===== src/rtl/gesture_confirm_classifier_if.sv =====
// Window/result bundle between the motion front end, the gesture classifier
// and the output register. The master drives a completed window; the slave
// (the classifier) returns the classification and confirmation status.
interface gesture_confirm_classifier_if #(
    parameter int ACC_SUM_BITS   = 18,
    parameter int ACC_COUNT_BITS = 12,
    parameter int CONFIRM_COUNT  = 2
);
    localparam int STREAK_BITS = $clog2(CONFIRM_COUNT + 1);

    logic                             trigger;
    logic signed [ACC_SUM_BITS-1:0]   delta_x;
    logic signed [ACC_SUM_BITS-1:0]   delta_y;
    logic        [ACC_COUNT_BITS-1:0] total_events;

    logic [2:0]             gesture;
    logic                   gesture_valid;
    logic                   pass;
    logic [2:0]             candidate;
    logic [STREAK_BITS-1:0] streak;
    logic                   cooldown_active;

    modport master (
        output trigger, delta_x, delta_y, total_events,
        input  gesture, gesture_valid, pass, candidate, streak, cooldown_active
    );

    modport slave (
        input  trigger, delta_x, delta_y, total_events,
        output gesture, gesture_valid, pass, candidate, streak, cooldown_active
    );
endinterface


===== src/rtl/gesture_confirm_classifier.sv =====
// Gesture classifier with multi-window confirmation and post-emit cooldown.
// Two-stage pipeline: stage 1 registers saturated magnitudes, signs and the
// pass gate; stage 2 classifies and runs the confirmation FSM.
// Optional macro GESTURE_DIAGONAL_EN enables 8-way (diagonal) classification;
// without it only codes 0-3 are produced.
//
// state    | meaning
// ---------+-----------------------------------------------------------
// IDLE     | no streak in progress, waiting for a passing window
// CONFIRM  | streak of agreeing passing windows is being counted
// COOLDOWN | gesture just emitted, windows ignored until counter expires
module gesture_confirm_classifier #(
    parameter int ACC_SUM_BITS     = 18,
    parameter int ACC_COUNT_BITS   = 12,
    parameter int MIN_EVENT_THRESH = 20,
    parameter int MOTION_THRESH    = 8,
    parameter int DIAG_SHIFT       = 1,
    parameter int CONFIRM_COUNT    = 2,
    parameter int COOLDOWN_CYCLES  = 1000
) (
    input logic                          clk,
    input logic                          rst,
    gesture_confirm_classifier_if.slave  bus
);
    localparam int MAG_BITS    = ACC_SUM_BITS - 1;
    localparam int WIDE_BITS   = MAG_BITS + DIAG_SHIFT;
    localparam int STREAK_BITS = $clog2(CONFIRM_COUNT + 1);
    localparam int CNT_BITS    = $clog2(COOLDOWN_CYCLES + 1);

    typedef enum logic [1:0] {IDLE, CONFIRM, COOLDOWN} state_t;

    // |v| with the most negative value clamped to the largest positive magnitude
    function automatic logic [MAG_BITS-1:0] abs_sat(input logic [ACC_SUM_BITS-1:0] v);
        if (v == {1'b1, {MAG_BITS{1'b0}}}) begin
            return {MAG_BITS{1'b1}};
        end else if (v[ACC_SUM_BITS-1]) begin
            return MAG_BITS'(-v);
        end else begin
            return v[MAG_BITS-1:0];
        end
    endfunction

    logic [MAG_BITS-1:0] abs_x_d, abs_y_d, max_d;
    logic                gate_d, xpos_d, ypos_d;

    logic                s1_valid_q, s1_gate_q, s1_xpos_q, s1_ypos_q;
    logic [MAG_BITS-1:0] s1_abs_x_q, s1_abs_y_q;

    logic [WIDE_BITS-1:0] ax_w, ay_w;
    logic [2:0]           dir;

    state_t               state_q, state_d;
    logic [CNT_BITS-1:0]  cnt_q, cnt_d;
    logic [2:0]           cand_q, cand_d;
    logic [STREAK_BITS-1:0] streak_q, streak_d;
    logic [2:0]           gesture_q, gesture_d;
    logic                 gv_q, gv_d;
    logic                 pass_q, pass_d;
    logic                 cd_q, cd_d;

    // Stage-1 combinational: magnitudes, signs and the pass gate of the incoming window
    always_comb begin
        abs_x_d = abs_sat(bus.delta_x);
        abs_y_d = abs_sat(bus.delta_y);
        max_d   = (abs_x_d > abs_y_d) ? abs_x_d : abs_y_d;
        gate_d  = (bus.total_events >= ACC_COUNT_BITS'(MIN_EVENT_THRESH)) &&
                  (max_d >= MAG_BITS'(MOTION_THRESH));
        xpos_d  = !bus.delta_x[ACC_SUM_BITS-1] && (bus.delta_x != '0);
        ypos_d  = !bus.delta_y[ACC_SUM_BITS-1] && (bus.delta_y != '0);
    end

    // Stage-1 register: capture a window on every trigger
    always_ff @(posedge clk) begin
        if (rst) begin
            s1_valid_q <= 1'b0;
            s1_gate_q  <= 1'b0;
            s1_xpos_q  <= 1'b0;
            s1_ypos_q  <= 1'b0;
            s1_abs_x_q <= '0;
            s1_abs_y_q <= '0;
        end else begin
            s1_valid_q <= bus.trigger;
            if (bus.trigger) begin
                s1_gate_q  <= gate_d;
                s1_xpos_q  <= xpos_d;
                s1_ypos_q  <= ypos_d;
                s1_abs_x_q <= abs_x_d;
                s1_abs_y_q <= abs_y_d;
            end
        end
    end

    // Stage-2 direction decode; magnitudes widened so the diagonal shift cannot overflow
    always_comb begin
        ax_w = WIDE_BITS'(s1_abs_x_q);
        ay_w = WIDE_BITS'(s1_abs_y_q);
        if (ay_w > ax_w) begin
            dir = s1_ypos_q ? 3'd1 : 3'd0;
        end else begin
            dir = s1_xpos_q ? 3'd3 : 3'd2;
        end
`ifdef GESTURE_DIAGONAL_EN
        begin
            logic [WIDE_BITS-1:0] mx_w, mn_w;
            mx_w = (ay_w > ax_w) ? ay_w : ax_w;
            mn_w = (ay_w > ax_w) ? ax_w : ay_w;
            if ((mn_w << DIAG_SHIFT) >= mx_w) begin
                dir = {1'b1, s1_ypos_q, s1_xpos_q};
            end
        end
`endif
    end

    // Confirmation FSM next state and registered outputs
    always_comb begin
        state_d   = state_q;
        cnt_d     = cnt_q;
        cand_d    = cand_q;
        streak_d  = streak_q;
        gesture_d = gesture_q;
        gv_d      = 1'b0;
        pass_d    = s1_valid_q && s1_gate_q;
        cd_d      = (state_q == COOLDOWN);
        unique case (state_q)
            IDLE: begin
                if (s1_valid_q && s1_gate_q) begin
                    cand_d = dir;
                    if (CONFIRM_COUNT == 1) begin
                        gesture_d = dir;
                        gv_d      = 1'b1;
                        streak_d  = '0;
                        cnt_d     = CNT_BITS'(COOLDOWN_CYCLES);
                        state_d   = COOLDOWN;
                    end else begin
                        streak_d = STREAK_BITS'(1);
                        state_d  = CONFIRM;
                    end
                end
            end
            CONFIRM: begin
                if (s1_valid_q) begin
                    if (!s1_gate_q) begin
                        streak_d = '0;
                        state_d  = IDLE;
                    end else if (dir != cand_q) begin
                        cand_d   = dir;
                        streak_d = STREAK_BITS'(1);
                    end else if (streak_q == STREAK_BITS'(CONFIRM_COUNT - 1)) begin
                        gesture_d = cand_q;
                        gv_d      = 1'b1;
                        streak_d  = '0;
                        cnt_d     = CNT_BITS'(COOLDOWN_CYCLES);
                        state_d   = COOLDOWN;
                    end else begin
                        streak_d = streak_q + STREAK_BITS'(1);
                    end
                end
            end
            COOLDOWN: begin
                // The window landing on the final count is still dropped.
                if (cnt_q == CNT_BITS'(1)) begin
                    cnt_d   = '0;
                    state_d = IDLE;
                end else begin
                    cnt_d = cnt_q - CNT_BITS'(1);
                end
            end
            default: state_d = IDLE;
        endcase
    end

    // FSM state, counter and output registers
    always_ff @(posedge clk) begin
        if (rst) begin
            state_q   <= IDLE;
            cnt_q     <= '0;
            cand_q    <= '0;
            streak_q  <= '0;
            gesture_q <= '0;
            gv_q      <= 1'b0;
            pass_q    <= 1'b0;
            cd_q      <= 1'b0;
        end else begin
            state_q   <= state_d;
            cnt_q     <= cnt_d;
            cand_q    <= cand_d;
            streak_q  <= streak_d;
            gesture_q <= gesture_d;
            gv_q      <= gv_d;
            pass_q    <= pass_d;
            cd_q      <= cd_d;
        end
    end

    assign bus.gesture         = gesture_q;
    assign bus.gesture_valid   = gv_q;
    assign bus.pass            = pass_q;
    assign bus.candidate       = cand_q;
    assign bus.streak          = streak_q;
    assign bus.cooldown_active = cd_q;
endmodule


===== src/flat_wrapper.sv =====
// flat-port wrapper written by rule: the top's interface ports become plain ports
module gesture_confirm_classifier_flat 
#(
    parameter int ACC_SUM_BITS     = 18,
    parameter int ACC_COUNT_BITS   = 12,
    parameter int MIN_EVENT_THRESH = 20,
    parameter int MOTION_THRESH    = 8,
    parameter int DIAG_SHIFT       = 1,
    parameter int CONFIRM_COUNT    = 2,
    parameter int COOLDOWN_CYCLES  = 1000
)
  (clk, rst, bus_trigger, bus_delta_x, bus_delta_y, bus_total_events, bus_gesture, bus_gesture_valid, bus_pass, bus_candidate, bus_streak, bus_cooldown_active);
  gesture_confirm_classifier_if #(.ACC_SUM_BITS(ACC_SUM_BITS), .ACC_COUNT_BITS(ACC_COUNT_BITS), .CONFIRM_COUNT(CONFIRM_COUNT)) bus_i ();
  input logic clk;
  input logic rst;
  input wire logic [$bits(bus_i.trigger)-1:0] bus_trigger;
  input wire logic [$bits(bus_i.delta_x)-1:0] bus_delta_x;
  input wire logic [$bits(bus_i.delta_y)-1:0] bus_delta_y;
  input wire logic [$bits(bus_i.total_events)-1:0] bus_total_events;
  output wire logic [$bits(bus_i.gesture)-1:0] bus_gesture;
  output wire logic [$bits(bus_i.gesture_valid)-1:0] bus_gesture_valid;
  output wire logic [$bits(bus_i.pass)-1:0] bus_pass;
  output wire logic [$bits(bus_i.candidate)-1:0] bus_candidate;
  output wire logic [$bits(bus_i.streak)-1:0] bus_streak;
  output wire logic [$bits(bus_i.cooldown_active)-1:0] bus_cooldown_active;
  assign bus_i.trigger = bus_trigger;
  assign bus_i.delta_x = bus_delta_x;
  assign bus_i.delta_y = bus_delta_y;
  assign bus_i.total_events = bus_total_events;
  assign bus_gesture = bus_i.gesture;
  assign bus_gesture_valid = bus_i.gesture_valid;
  assign bus_pass = bus_i.pass;
  assign bus_candidate = bus_i.candidate;
  assign bus_streak = bus_i.streak;
  assign bus_cooldown_active = bus_i.cooldown_active;
  gesture_confirm_classifier #(.ACC_SUM_BITS(ACC_SUM_BITS), .ACC_COUNT_BITS(ACC_COUNT_BITS), .MIN_EVENT_THRESH(MIN_EVENT_THRESH), .MOTION_THRESH(MOTION_THRESH), .DIAG_SHIFT(DIAG_SHIFT), .CONFIRM_COUNT(CONFIRM_COUNT), .COOLDOWN_CYCLES(COOLDOWN_CYCLES)) u_core (.clk(clk), .rst(rst), .bus(bus_i));
endmodule

===== config.mk =====
export PLATFORM = sky130hd
export DESIGN_NAME = gesture_confirm_classifier_flat
export DESIGN_NICKNAME = d
export VERILOG_FILES = /design/src/rtl/gesture_confirm_classifier_if.sv /design/src/rtl/gesture_confirm_classifier.sv /design/src/flat_wrapper.sv
export SDC_FILE = /design/constraint.sdc
export NUM_CORES = 1
export LEC_CHECK = 0
export BUFFER_PORTS_ARGS = -buffer_cell sky130_fd_sc_hd__buf_2
export CAP_MARGIN = 40
export CORE_MARGIN = 1.5
export CORE_UTILIZATION = 30
export CTS_CLUSTER_SIZE = 14
export DETAILED_ROUTE_END_ITERATION = 10
export GPL_ROUTABILITY_DRIVEN = 1
export SLEW_MARGIN = 10
export SYNTH_ARGS = -nofsm -noshare
export SYNTH_HDL_FRONTEND = slang
export SYNTH_SLANG_ARGS = --single-unit
export TNS_END_PERCENT = 1

===== constraint.sdc =====
create_clock -name clk -period 7.99 [get_ports clk]
set_input_delay 1.598 -clock clk [delete_from_list [all_inputs] [get_ports clk]]
set_output_delay 1.598 -clock clk [all_outputs]
set_load 0.01 [all_outputs]

# --- Word-level counts from Yosys, hierarchy flattened ---
# Index checks and enable logic that the tools add are counted.
word_totals:
  out_inout_bits: 11
  register_bits: 61
  word_cells: 91
  input_bits: 51
classes:
  addsub: 4
  n_mux: 32
  n_lt_le_gt_ge: 4
  eq_ne: 16
  n_reduce_logical: 17
  n_bitwise: 4
ops:
  columns: ["cell", "count"]
  rows:
  - ["17-bit 2-to-1 mux", 5]
  - ["10-bit 2-to-1 mux", 5]
  - ["18-bit equality test, second input constant", 2]
  - ["18-bit nonzero test", 2]
  - ["17-bit > comparator", 2]
  - ["17-bit negator", 2]
  - ["2-bit 2-to-1 mux", 10]
  - ["10-bit one-hot mux with 2 select lines", 1]
  - ["5-bit AND reduction", 4]
  - ["17-bit by 4-bit >= comparator with 1-bit output, second input constant", 1]
  - ["3-bit 2-to-1 mux", 5]
  - ["12-bit by 5-bit >= comparator with 1-bit output, second input constant", 1]
  - ["10-bit by 1-bit equality test with 1-bit output, second input constant", 1]
  - ["2-bit by 1-bit != test with 1-bit output, second input constant", 5]
  - ["10-bit by 1-bit subtractor with 10-bit output, second input constant", 1]
  - ["3-bit != test, second input constant", 2]
  - ["2-bit one-hot mux with 3 select lines", 1]
  - ["3-bit one-hot mux with 2 select lines", 1]
  - ["5-bit OR reduction", 1]
  - ["2-bit by 1-bit equality test with 1-bit output, second input constant", 2]
  - ["1-bit logical AND", 4]
  - ["2-bit != test, second input constant", 2]
  - ["1-bit inverter", 4]
  - ["2-bit one-hot mux with 2 select lines", 1]
  - ["other kinds (8)", 12]

# --- Depth between registers and ports, before layout ---
# Gate-level depths: netlist of the first run.
logic_depth:
  word_depth: 7
  ltp_mapped: 16
  ltp_nobuf: 15

# --- Least setup slack after synthesis of the first run ---
# OpenSTA, ideal clock, no wires.
synth_path:
  path_kind: "in2reg"
  startpoint: "in bus_delta_y[1]"
  endpoint: "reg u_core.s1_gate_q"
  setup_time_ns: 0.115
  arrival_ns: 5.503
  n_path_buf: 1
  t_required_ns: 7.875
  stages: 15
  setup_slack_ns: 2.372
  cell_sequence: "inv_1 ha_1 or4b_4 or3_2 nor4_2 buf_2 nor2_1 ha_1 nand4_1 nor4_1 a211oi_1 o21ai_0 or4bb_1 or4_1 and3_1"
synth_between:
  elab_chain_len: 7
  elab_cells_between_ends: 8
  cone_classes: "1 x add/sub; 2 x order compare; 1 x eq/ne; 3 x mux; 1 x reduce/logical"
synth_lines:
  columns: ["element", "line", "text"]
  rows:
  - ["start: declaration", "flat_wrapper.sv:18", "input wire logic [$bits(bus_i.delta_y)-1:0] bus_delta_y;"]
  - ["17-bit negator", "gesture_confirm_classifier.sv:37", "return MAG_BITS'(-v);"]
  - ["17-bit 2-to-1 mux", "gesture_confirm_classifier.sv:36", "end else if (v[ACC_SUM_BITS-1]) begin"]
  - ["17-bit 2-to-1 mux (*)", "gesture_confirm_classifier.sv:34", "if (v == {1'b1, {MAG_BITS{1'b0}}}) begin"]
  - ["17-bit > comparator", "gesture_confirm_classifier.sv:65", "max_d = (abs_x_d > abs_y_d) ? abs_x_d : abs_y_d;"]
  - ["17-bit 2-to-1 mux (*)", "gesture_confirm_classifier.sv:65", null]
  - ["17-bit by 4-bit >= comparator with 1-bit output (*)", "gesture_confirm_classifier.sv:67", "(max_d >= MAG_BITS'(MOTION_THRESH));"]
  - ["1-bit logical AND (*)", "gesture_confirm_classifier.sv:66", "gate_d = (bus.total_events >= ACC_COUNT_BITS'(MIN_EVENT_THRESH)) &&"]
  - ["end signal: assignment", "gesture_confirm_classifier.sv:84", "s1_gate_q <= gate_d;"]
  - ["end: declaration", "gesture_confirm_classifier.sv:46", "logic s1_valid_q, s1_gate_q, s1_xpos_q, s1_ypos_q;"]
# Mark *: on every way between the ends. The rest lies on a longest branch, timed or not.
# A chain may end at the register's enable or synchronous reset.

# --- Worst setup path after layout of the first run ---
# Same ends and word-level chain as after synthesis.

==> flow_metrics.py, run 1 <==
metrics = {
    "power_and_ir_drop": {
        "p_seq_frac": 0.378,
        "p_int_uw": 601,
        "p_sw_uw": 247,
        "swShare": 0.291,
        "pwr-share-comb": 0.229,
        "leakagePower_uw": 0.00208,
        "power.share.clock": 0.393,
        "power.density_mw_per_mm2": 163,
        "ir_drop_v": 0.0000812,
    },
    "synth": {
        "ys_warn_count": 0,
        "synthFlopType": "dfxtp_1",
        "synth_edf_count": 0,
        "synthesis.instances": 596,
        "mappedNetlistArea_mm2": 0.00454,
        "avgSynthCellArea_um2": 7.62,
        "ys_types": 66,
        "ys_seq_area_frac": 0.260,
        "synthArstFlopShare": 0,
        "ys_seq_elements": 59,
    },
    "placement": {
        "place.gp.congestion": 0.914,
        "dp_cells": 812,
        "port_buffers": 57,
        "dpl.hpwl_um": 8980,
    },
    "route": {
        "initialDrtViolationCount": 285,
        "routed_wl_um": 11600,
        "drtAntennaViolNets": 0,
        "drc": 3,
        "wl_per_cell_um": 14.1,
        "firstDrtPassIters": 9,
        "drt-vias-per-instance": 5.37,
        "dr_total_vias": 4429,
    },
    "cells_and_area": {
        "final_common_cell": "nor2_1",
        "drive_gt1_frac": 0.137,
        "ff_latch_area_mm2": 0.00118,
        "multiInputGateArea_mm2": 0.00309,
        "final_cell_mix": "nor2_1 (96), dfxtp_1 (59), buf_2 (57), nand2_1 (38), ha_1 (38)",
        "area_growth_pct": 14.8,
        "fin_nets": 728,
        "antenna_cells": 0,
        "final_cells": 825,
        "fillers": 1571,
    },
    "clocking": {
        "clk_pin_slew_ns": 0.05,
        "holdBufCountCts": 0,
        "cts-htree-levels": 3,
        "clk_latency_ns": 0.33,
        "max-clock-path-buffers": 2,
        "cts_tree": "done",
        "clock-sinks": 59,
        "cts_resized": 0,
        "cts_buffers": 9,
        "clock-root-buffer": "clkbuf_16",
        "cts_setup_buffers": 0,
    },
    "sta": {
        "slew_headroom": 0.530,
        "skew_ns": 0.00709,
        "period_minus_slack_ns": 5.83,
        "slew_violations": 0,
        "fmax_ghz": 0.172,
        "period_share": 0.729,
        "hold_viol": 0,
        "rsz0062_at_grt": "no",
        "tns_ns": 0,
        "worst_slew_pin_slew_ns": 0.685,
        "setup_viol": 0,
    },
    "critical_path": {
        "worstPathMaxFanout": 9,
        "crit_arrival_ns": 6.05,
        "crit_type": "input pin to flop",
        "crit_path_frequent_cell": "ha_1",
        "cp.required_ns": 8.21,
        "crit_chain": "buf_2 > inv_1 > ha_1 > or4b_4 > or3_2 > nor4_2 > buf_4 > nor2_1 > ha_1 > nand4_1 > nor4_1 > a211oi_1 > o21ai_0 > or4bb_1 > or4_1 > and3_1",
        "critPathMaxStageDelay_ns": 0.54,
        "cp_top_family": "simple AND/OR/NAND/NOR gates",
        "crit_path_start_kind": "input pin",
        "cp_slowest_cell": "or4b_4",
        "end_kind": "flop",
        "cp_num_buf_inv": 3,
    },
    "floorplan": {
        "io_pins": 62,
        "coreArea_mm2": 0.0146,
        "die_y_um": 126,
        "die_w_um": 126,
        "dieArea_mm2": 0.0159,
        "initial_core_util": 0.310,
        "num_rows": 44,
    },
    "run": {
        "drv_cap": 0,
    },
    "grt": {
        "grt_pass1_vias": 4148,
        "antenna_found_initial": 0,
        "globalRouteTotalUtil": 0.154,
        "grt_pass1_wl_um": 20100,
        "grt.overflow.total": 0,
        "grt_max_degree": 58,
    },
    "hold_path": {
        "hold_path.class": "flop to flop",
    },
    "run_status": {
        "violations": "DRC",
        "outcome": "finished, violations left",
    },
}
[area by class of cell]
cell class	instances	area share
inverter	36	0.0259
timing repair buffer	63	0.0633
tap	184	0.0441
clock buffer	13	0.0480
multi-input combinational	470	0.592
sequential	59	0.226
[power groups by stage]
stage	clock, uW	combinational (uW)	sequential (uW)
after floorplan	0	137	323
after global placement	0	193	326
after detailed placement	0	194	326
after CTS	342	195	320
after global routing	355	224	322
final	333	194	321
[registers in the layout, indices dropped and copies added (netlist names)]
name / count
u_core.s1_xpos_q: 1
u_core.s1_valid_q: 1
u_core.bus.pass: 1
u_core.bus.gesture_valid: 1
u_core.s1_gate_q: 1
u_core.cnt_q: 10
u_core.state_q: 2
u_core.bus.gesture: 2
u_core.s1_abs_x_q: 17
u_core.s1_ypos_q: 1
u_core.bus.streak: 2
u_core.bus.cooldown_active: 1
u_core.s1_abs_y_q: 17
u_core.bus.candidate: 2
[metrics by stage]
step                setup WS (ns)  power (uW)  instance area [um2]  hold WS, ns   util
floorplan                    2.37         460                 4550        0.443      -
global placement             1.48         519                 4960        0.458  0.339
detailed placement           1.82         520                 4970        0.466  0.339
CTS                          2.16         857                 5220        0.474  0.356
global route                 1.86         901                 5220        0.495  0.356
finish                       2.16         848                 5220        0.470  0.356
[logic make-up after synthesis]
family	after synthesis	synth area share
XOR/XNOR	17	0.0328
multiplexers	19	0.0421
AO/OA/AOI/OAI	156	0.239
other	1	0.000826
AND/OR/NAND/NOR	238	0.260
adder cells (fa/ha/maj)	38	0.105
buffers and inverters	68	0.0606
flip-flops	59	0.260
[Yosys cell counts, types with 4 or more instances]
cell / n / area, um2
nor2_1: 96 / 360
dfxtp_1: 59 / 1180
ha_1: 38 / 475
nand2_1: 38 / 143
inv_1: 35 / 131
o21ai_0: 32 / 160
a211oi_1: 31 / 233
a21oi_1: 31 / 155
nor3_1: 19 / 95.1
clkbuf_1: 18 / 67.6
mux2i_1: 18 / 180
nand4_1: 13 / 81.3
xnor2_1: 12 / 105
nand3_1: 10 / 50.1
nor4_1: 9 / 56.3
o21a_1: 8 / 60.1
buf_1: 7 / 26.3
o31ai_1: 7 / 52.6
nor2b_1: 6 / 37.5
or2_2: 6 / 37.5
nand2b_1: 5 / 31.3
nor3b_1: 5 / 37.5
o31a_1: 5 / 43.8
or3_1: 5 / 31.3
or4_1: 5 / 37.5
xor2_1: 5 / 43.8
and3_1: 4 / 25.0
o211ai_1: 4 / 30.0
[worst paths after layout]
path / from / endpoint / slack [ns] / depth (start not counted)
max: bus_delta_y[1] / u_core.s1_gate_q / 2.16 / 16
min: u_core.s1_abs_x_q[6] / u_core.s1_abs_x_q[6] / 0.47 / 2
max reg2reg: u_core.s1_abs_x_q[12] / u_core.cnt_q[7] / 4.44 / 9
min reg2reg: u_core.s1_abs_x_q[6] / u_core.s1_abs_x_q[6] / 0.47 / 2
[worst register-to-register path: cells and delay by family, from the launching register on]
family / cells / cell delay, ns
adder cells (fa/ha/maj): 1 / 0.31
AO/OA/AOI/OAI: 3 / 0.87
AND/OR/NAND/NOR: 3 / 1.17
multiplexers: 1 / 0.67
flip-flops: 1 / 0.32
buffers and inverters: 1 / 0.04
[metal layers]
layer	routed length (um)	GRT usage	up-vias	share of wire
li1	-	-	2255	-
met1	5840	0.209	2047	0.50
met2	5040	0.246	114	0.43
met3	593	0.0395	13	0.051
met4	143	0.0345	0	0.012
met5	0	0	-	0
(Power assumes the default switching activity.)
==> inputs of run 2 (changes only) <==
Settings changed: ABC_AREA set to 1.
Clock period 7.99 ns to 5.8 ns, I/O delays scaled along.
==> run 2 against run 1 <==
  * The run now ends clean
  * Sequential share of layout area shrank 1.4 points
  * Critical path depth increased by 8
  * Non-clock buffer count decreased by 4
  * Power up 48%
  * First-iteration DRC count is 29% lower
  * Flip-flop and latch count unchanged
  * Via count grew 8.0%
  * Die area up 5.0%
  * Synthesized cell count increased by 30%
  * Clock skew up 0.0024 ns
  * Critical endpoint unchanged
==> flow_metrics.py, run 2 <==
metrics = {
    "run_status": {
        "outcome": "complete, no violations",
    },
    "power_and_ir_drop": {
        "ir_drop_v": 0.000135,
        "pwr-share-comb": 0.234,
        "swShare": 0.310,
        "p_int_uw": 868,
        "power.share.clock": 0.417,
        "p_sw_uw": 389,
        "p_seq_frac": 0.349,
        "power.density_mw_per_mm2": 226,
        "leakagePower_uw": 0.00287,
    },
    "clocking": {
        "cts_tree": "done",
        "clock-root-buffer": "clkbuf_16",
        "max-clock-path-buffers": 2,
        "clk_pin_slew_ns": 0.05,
        "clock-sinks": 59,
        "clk_latency_ns": 0.33,
        "holdBufCountCts": 0,
        "cts_buffers": 9,
        "cts-htree-levels": 3,
        "cts_setup_buffers": 0,
        "cts_resized": 0,
    },
    "synth": {
        "mappedNetlistArea_mm2": 0.00477,
        "synth_most_common_cell": "nand2_1",
        "ys_seq_area_frac": 0.247,
        "synthArstFlopShare": 0,
        "yosys.area.top_type": "dfxtp_1",
        "synthesis.instances": 772,
        "synth_area_leaders": "dfxtp_1 (25%), nand2_1 (15%), ha_1 (10%)",
        "synth_edf_count": 0,
        "synth_top_area_frac": 0.247,
        "ys_types": 40,
        "synthFlopType": "dfxtp_1",
        "ys_warn_count": 0,
        "avgSynthCellArea_um2": 6.18,
        "ys_top_cells_by_count": "nand2_1 (195), inv_1 (121), nor2_1 (90)",
        "ys_seq_elements": 59,
    },
    "grt": {
        "grt_pass1_wl_um": 20800,
        "grt_max_degree": 32,
        "grt_pass1_vias": 4393,
        "antenna_found_initial": 0,
        "globalRouteTotalUtil": 0.156,
        "grt.overflow.total": 0,
    },
    "sta": {
        "worst_slew_pin_slew_ns": 0.568,
        "tns_ns": 0,
        "slew_headroom": 0.621,
        "rsz0062_at_grt": "no",
        "slew_violations": 0,
        "fmax_ghz": 0.251,
        "setup_viol": 0,
        "skew_ns": 0.00949,
        "period_minus_slack_ns": 3.98,
        "period_share": 0.687,
        "hold_viol": 0,
    },
    "floorplan": {
        "num_rows": 45,
        "initial_core_util": 0.311,
        "die_y_um": 129,
        "coreArea_mm2": 0.0154,
        "dieArea_mm2": 0.0167,
        "die_w_um": 129,
        "io_pins": 62,
    },
    "critical_path": {
        "worstPathMaxFanout": 18,
        "end_kind": "flop",
        "crit_type": "input pin to flop",
        "crit_path_start_kind": "input pin",
        "cp.required_ns": 6.01,
        "crit_arrival_ns": 4.19,
    },
    "route": {
        "routed_wl_um": 12200,
        "firstDrtPassIters": 5,
        "drc": 0,
        "drt-vias-per-instance": 4.61,
        "initialDrtViolationCount": 202,
        "dr_total_vias": 4785,
        "wl_per_cell_um": 11.7,
        "drtAntennaViolNets": 0,
    },
    "placement": {
        "port_buffers": 57,
        "dpl.hpwl_um": 9660,
        "dp_cells": 1023,
        "place.gp.congestion": 0.879,
    },
    "cells_and_area": {
        "reg.largest.list": "u_core.s1_abs_x_q (17), u_core.s1_abs_y_q (17), u_core.cnt_q (10)",
        "final_cell_mix": "nand2_1 (195), inv_1 (121), nor2_1 (90), nand3_1 (75), dfxtp_1 (59)",
        "drive_gt1_frac": 0.132,
        "final_common_cell": "nand2_1",
        "fin_util": 0.361,
        "fin_nets": 912,
        "antenna_cells": 0,
        "final_cells": 1039,
        "area_growth_pct": 16.3,
    },
    "hold_path": {
        "hold_path.class": "flop to flop",
    },
    "run": {
        "drv_cap": 0,
    },
}
run 2: cell count changes in the layout (fill, tap and decap cells not counted), sizes merged, moves of 7 or more:
cell    change
or3         -7
o21ai      +16
nand3      +71
a21oi      +11
a31oi       +8
nand2     +164
a211oi     -29
inv        +86
mux2i      -18
nor3       -14
o21a        -8
xnor2      -11
o31ai       -8
run 2: layout make-up:
cell class	instances	area (um2)
Sequential cell	59	1180
Clock buffer	13	280
Multi-Input combinational cell	572	3040
Clock inverter	3	20.0
Timing Repair Buffer	59	308
Inverter	122	458
Fill cell	1706	9820
Tap cell	211	264
run 2: logic make-up after synthesis:
logic type                 Yosys count  synth area share
adders and majority gates           38            0.0996
buffers and inverters              142             0.116
DFF                                 59             0.247
and+or+nand+nor                    409             0.383
other                                1          0.000786
AOI/OAI and AO/OA                  111             0.131
xor gates and xnor gates            12            0.0220
run 2: power by group through the flow:
stage	Sequential (uW)	Clock [uW]	Combinational [uW]
5_1_grt	441	553	342
2_1_floorplan	444	0	214
4_1_cts	438	539	295
3_3_place_gp	446	0	289
6_report	438	525	294
3_5_place_dp	447	0	293
run 2: path summary, 6_finish.rpt:
path	from	endpoint	slack, ns	cells after the start
setup reg to reg	u_core.s1_abs_x_q[8]	u_core.cnt_q[8]	3.65	13
hold / removal	u_core.bus.gesture[0]	u_core.bus.gesture[0]	0.45	2
hold reg to reg	u_core.bus.gesture[0]	u_core.bus.gesture[0]	0.45	2
setup / recovery	bus_delta_x[0]	u_core.s1_gate_q	1.82	24
run 2: layer usage:
layer | track usage | wire length, um
met1 | 0.196 | 5800
met2 | 0.263 | 5680
met3 | 0.0281 | 344
met4 | 0.0654 | 352
met5 | 0 | 0
run 2: per-stage QoR:
step | hold WS (ns) | setup slack, ns | power, uW | cell area (um2)
6_report | 0.450 | 1.82 | 1260 | 5550
5_1_grt | 0.478 | 1.44 | 1340 | 5550
3_3_place_gp | 0.439 | 1.54 | 735 | 5240
3_5_place_dp | 0.448 | 1.50 | 740 | 5250
4_1_cts | 0.456 | 1.84 | 1270 | 5550
2_1_floorplan | 0.443 | 2.17 | 659 | 4780
run 2: critical path, cell delays in order:
cell and delay (ns):
buf_2 0.09, inv_1 0.08, ha_1 0.22, nand3_1 0.11
nor2_1 0.23, nand3_2 0.38, inv_1 0.25, a21oi_1 0.11
inv_1 0.08, ha_1 0.22, nand2_1 0.08, inv_1 0.04
nand2_1 0.05, nand2_1 0.05, a21oi_1 0.19, nand3_1 0.12
nand2_1 0.19, inv_1 0.08, nand2_1 0.07, nand3_1 0.06
nor2_1 0.08, nand2_1 0.09, nand2_1 0.08, a21oi_2 0.05
==> inputs of run 3 (changes only) <==
Settings changed: ABC_AREA 1 to 0.
Clock period 5.8 ns to 4 ns, I/O delays scaled along.
==> run 3 against run 2 <==
  * Clock skew is 0.0018 ns lower
  * Critical path depth is 7 lower
  * The run now ends with DRC, setup timing left
  * Highest routed layer unchanged
  * Final cell count is 9.7% lower
  * Register-to-register slack worse by 2.9 ns
  * Setup slack worse by 2.0 ns
==> flow_metrics.py, run 3 (same netlist as run 1, synthesis figures left out) <==
metrics = {
    "run_status": {
        "outcome": "finished, violations left",
        "violations": "DRC, setup timing",
    },
    "critical_path": {
        "crit_path_start_kind": "input pin",
        "r2r-end": "u_core.cnt_q[6]",
        "crit_type": "input pin to flop",
        "crit_cells": 17,
        "cp_slowest_cell": "or4b_4",
        "critPathMaxStageDelay_ns": 0.47,
        "r2r_start": "u_core.s1_abs_x_q[15]",
        "crit_chain": "buf_12 > inv_12 > ha_4 > or4b_4 > or3_4 > nor4_4 > buf_4 > buf_12 > nor2_4 > ha_4 > nand4_1 > nor4_4 > a211oi_1 > o21ai_1 > or4bb_1 > or4_1 > and3_1",
        "r2r_slack_ns": 0.71,
        "cp.required_ns": 4.22,
        "end_kind": "flop",
        "cp-startpoint": "bus_delta_y[1]",
        "worstPathMaxFanout": 7,
        "crit_arrival_ns": 4.36,
        "reg2regPathDepth": 10,
        "cp_top_family": "simple AND/OR/NAND/NOR gates",
        "cp_num_buf_inv": 4,
        "crit_path_end": "u_core.s1_gate_q",
    },
    "run": {
        "drv_cap": 0,
    },
    "grt": {
        "globalRouteTotalUtil": 0.174,
        "grt.overflow.total": 0,
        "grt_pass1_vias": 4601,
        "grt_max_degree": 47,
        "antenna_found_initial": 0,
        "grt_pass1_wl_um": 22600,
    },
    "route": {
        "wl_met3_um": 475,
        "drc": 2,
        "initialDrtViolationCount": 257,
        "dr_total_vias": 4798,
        "wl_per_cell_um": 14.3,
        "wl_met2_um": 6370,
        "highest_layer": "met4",
        "drt-met1-wl_um": 6380,
        "drtAntennaViolNets": 0,
        "drt-vias-per-instance": 5.12,
        "routed_wl_um": 13400,
        "firstDrtPassIters": 7,
    },
    "placement": {
        "dpl.hpwl_um": 10700,
        "dp_cells": 921,
        "place.gp.congestion": 0.866,
        "port_buffers": 57,
    },
    "clocking": {
        "cts_buffers": 9,
        "cts-htree-levels": 3,
        "cts_tree": "done",
        "clk_pin_slew_ns": 0.05,
        "clock-root-buffer": "clkbuf_16",
        "clk_latency_ns": 0.33,
        "clock-sinks": 59,
        "holdBufCountCts": 0,
        "max-clock-path-buffers": 2,
    },
    "cells_and_area": {
        "fin_util": 0.431,
        "drive_gt1_frac": 0.293,
        "final_cell_mix": "buf_4 (115), nor2_1 (92), dfxtp_1 (59), buf_2 (55), nand2_1 (37)",
        "antenna_cells": 0,
        "final_cells": 938,
        "fillers": 1503,
        "final_common_cell": "buf_4",
        "reg.largest.list": "u_core.s1_abs_x_q (17), u_core.s1_abs_y_q (17), u_core.cnt_q (10)",
        "fin_nets": 839,
        "area_growth_pct": 38.9,
    },
    "sta": {
        "fmax_ghz": 0.242,
        "worst_slew_pin_slew_ns": 0.685,
        "period_minus_slack_ns": 4.14,
        "slew_headroom": 0.542,
        "setup_viol": 1,
        "slew_violations": 0,
        "skew_ns": 0.00767,
        "period_share": 1.03,
        "fin_ws_ns": -0.138,
        "hold_viol": 0,
        "rsz0062_at_grt": "yes",
    },
    "floorplan": {
        "coreArea_mm2": 0.0146,
        "die_y_um": 126,
        "initial_core_util": 0.310,
        "die_w_um": 126,
        "dieArea_mm2": 0.0159,
        "io_pins": 62,
        "num_rows": 44,
    },
    "power_and_ir_drop": {
        "power.density_mw_per_mm2": 307,
        "leakagePower_uw": 0.00268,
        "ir_drop_v": 0.000191,
    },
    "hold_path": {
        "hold_path.class": "flop to flop",
    },
}
-- run 3: layout make-up --
class                      count  area (um2)  area share
clock buffer                  11         253      0.0401
clock inverter                 4        50.0     0.00793
inverter                      36         150      0.0238
multi-input combinational    470        3220       0.511
sequential                    59        1180       0.187
tap                          184         230      0.0365
timing repair buffer         174        1220       0.194
-- run 3: power by group --
part           internal [uW]  leakage [uW]  switching (uW)
Combinational            251       0.00206             272
Clock                    510      0.000144             266
Sequential               619      0.000485            20.7
-- run 3: repair_timing --
action	CTS	global route
pin swaps	8	0
cloned	1	0
setup endpoints to repair	1	1
buffers inserted	1	0
resized for setup	13	2
-- run 3: worst min path at each step --
stage	from	end	slack [ns]	depth (start not counted)
after global placement	u_core.s1_abs_x_q[6]	u_core.s1_abs_x_q[6]	0.46	2
after floorplan	u_core.s1_abs_x_q[9]	u_core.s1_abs_x_q[9]	0.44	2
final	u_core.s1_abs_x_q[6]	u_core.s1_abs_x_q[6]	0.47	2
after CTS	u_core.bus.gesture[1]	u_core.bus.gesture[1]	0.48	2
after detailed placement	u_core.bus.gesture[1]	u_core.bus.gesture[1]	0.47	2
after global routing	u_core.s1_abs_x_q[6]	u_core.s1_abs_x_q[6]	0.49	2
-- run 3: worst min-delay path, stage by stage, from the launching register on --
cell and delay [ns]:
dfxtp_1 0.30, nand2_1 0.06, a21oi_1 0.06
-- run 3: through the flow --
| stage | TNS (ns) | hold slack, ns | setup WS, ns | total power, uW | instance area [um2] |
|---|---|---|---|---|---|
| floorplan | -0.445 | 0.443 | -0.445 | 935 | 4670 |
| global placement | -0.702 | 0.456 | -0.702 | 1150 | 5910 |
| detailed placement | -0.684 | 0.468 | -0.684 | 1160 | 5910 |
| CTS | -0.132 | 0.478 | -0.132 | 1950 | 6300 |
| global route | -0.360 | 0.494 | -0.360 | 2050 | 6310 |
| finish | -0.138 | 0.471 | -0.138 | 1940 | 6310 |
-- run 3: routing by layer --
layer,track usage,up-vias
li1,-,2491
met1,0.228,2194
met2,0.299,99
met3,0.0272,14
met4,0.0446,0
met5,0,-
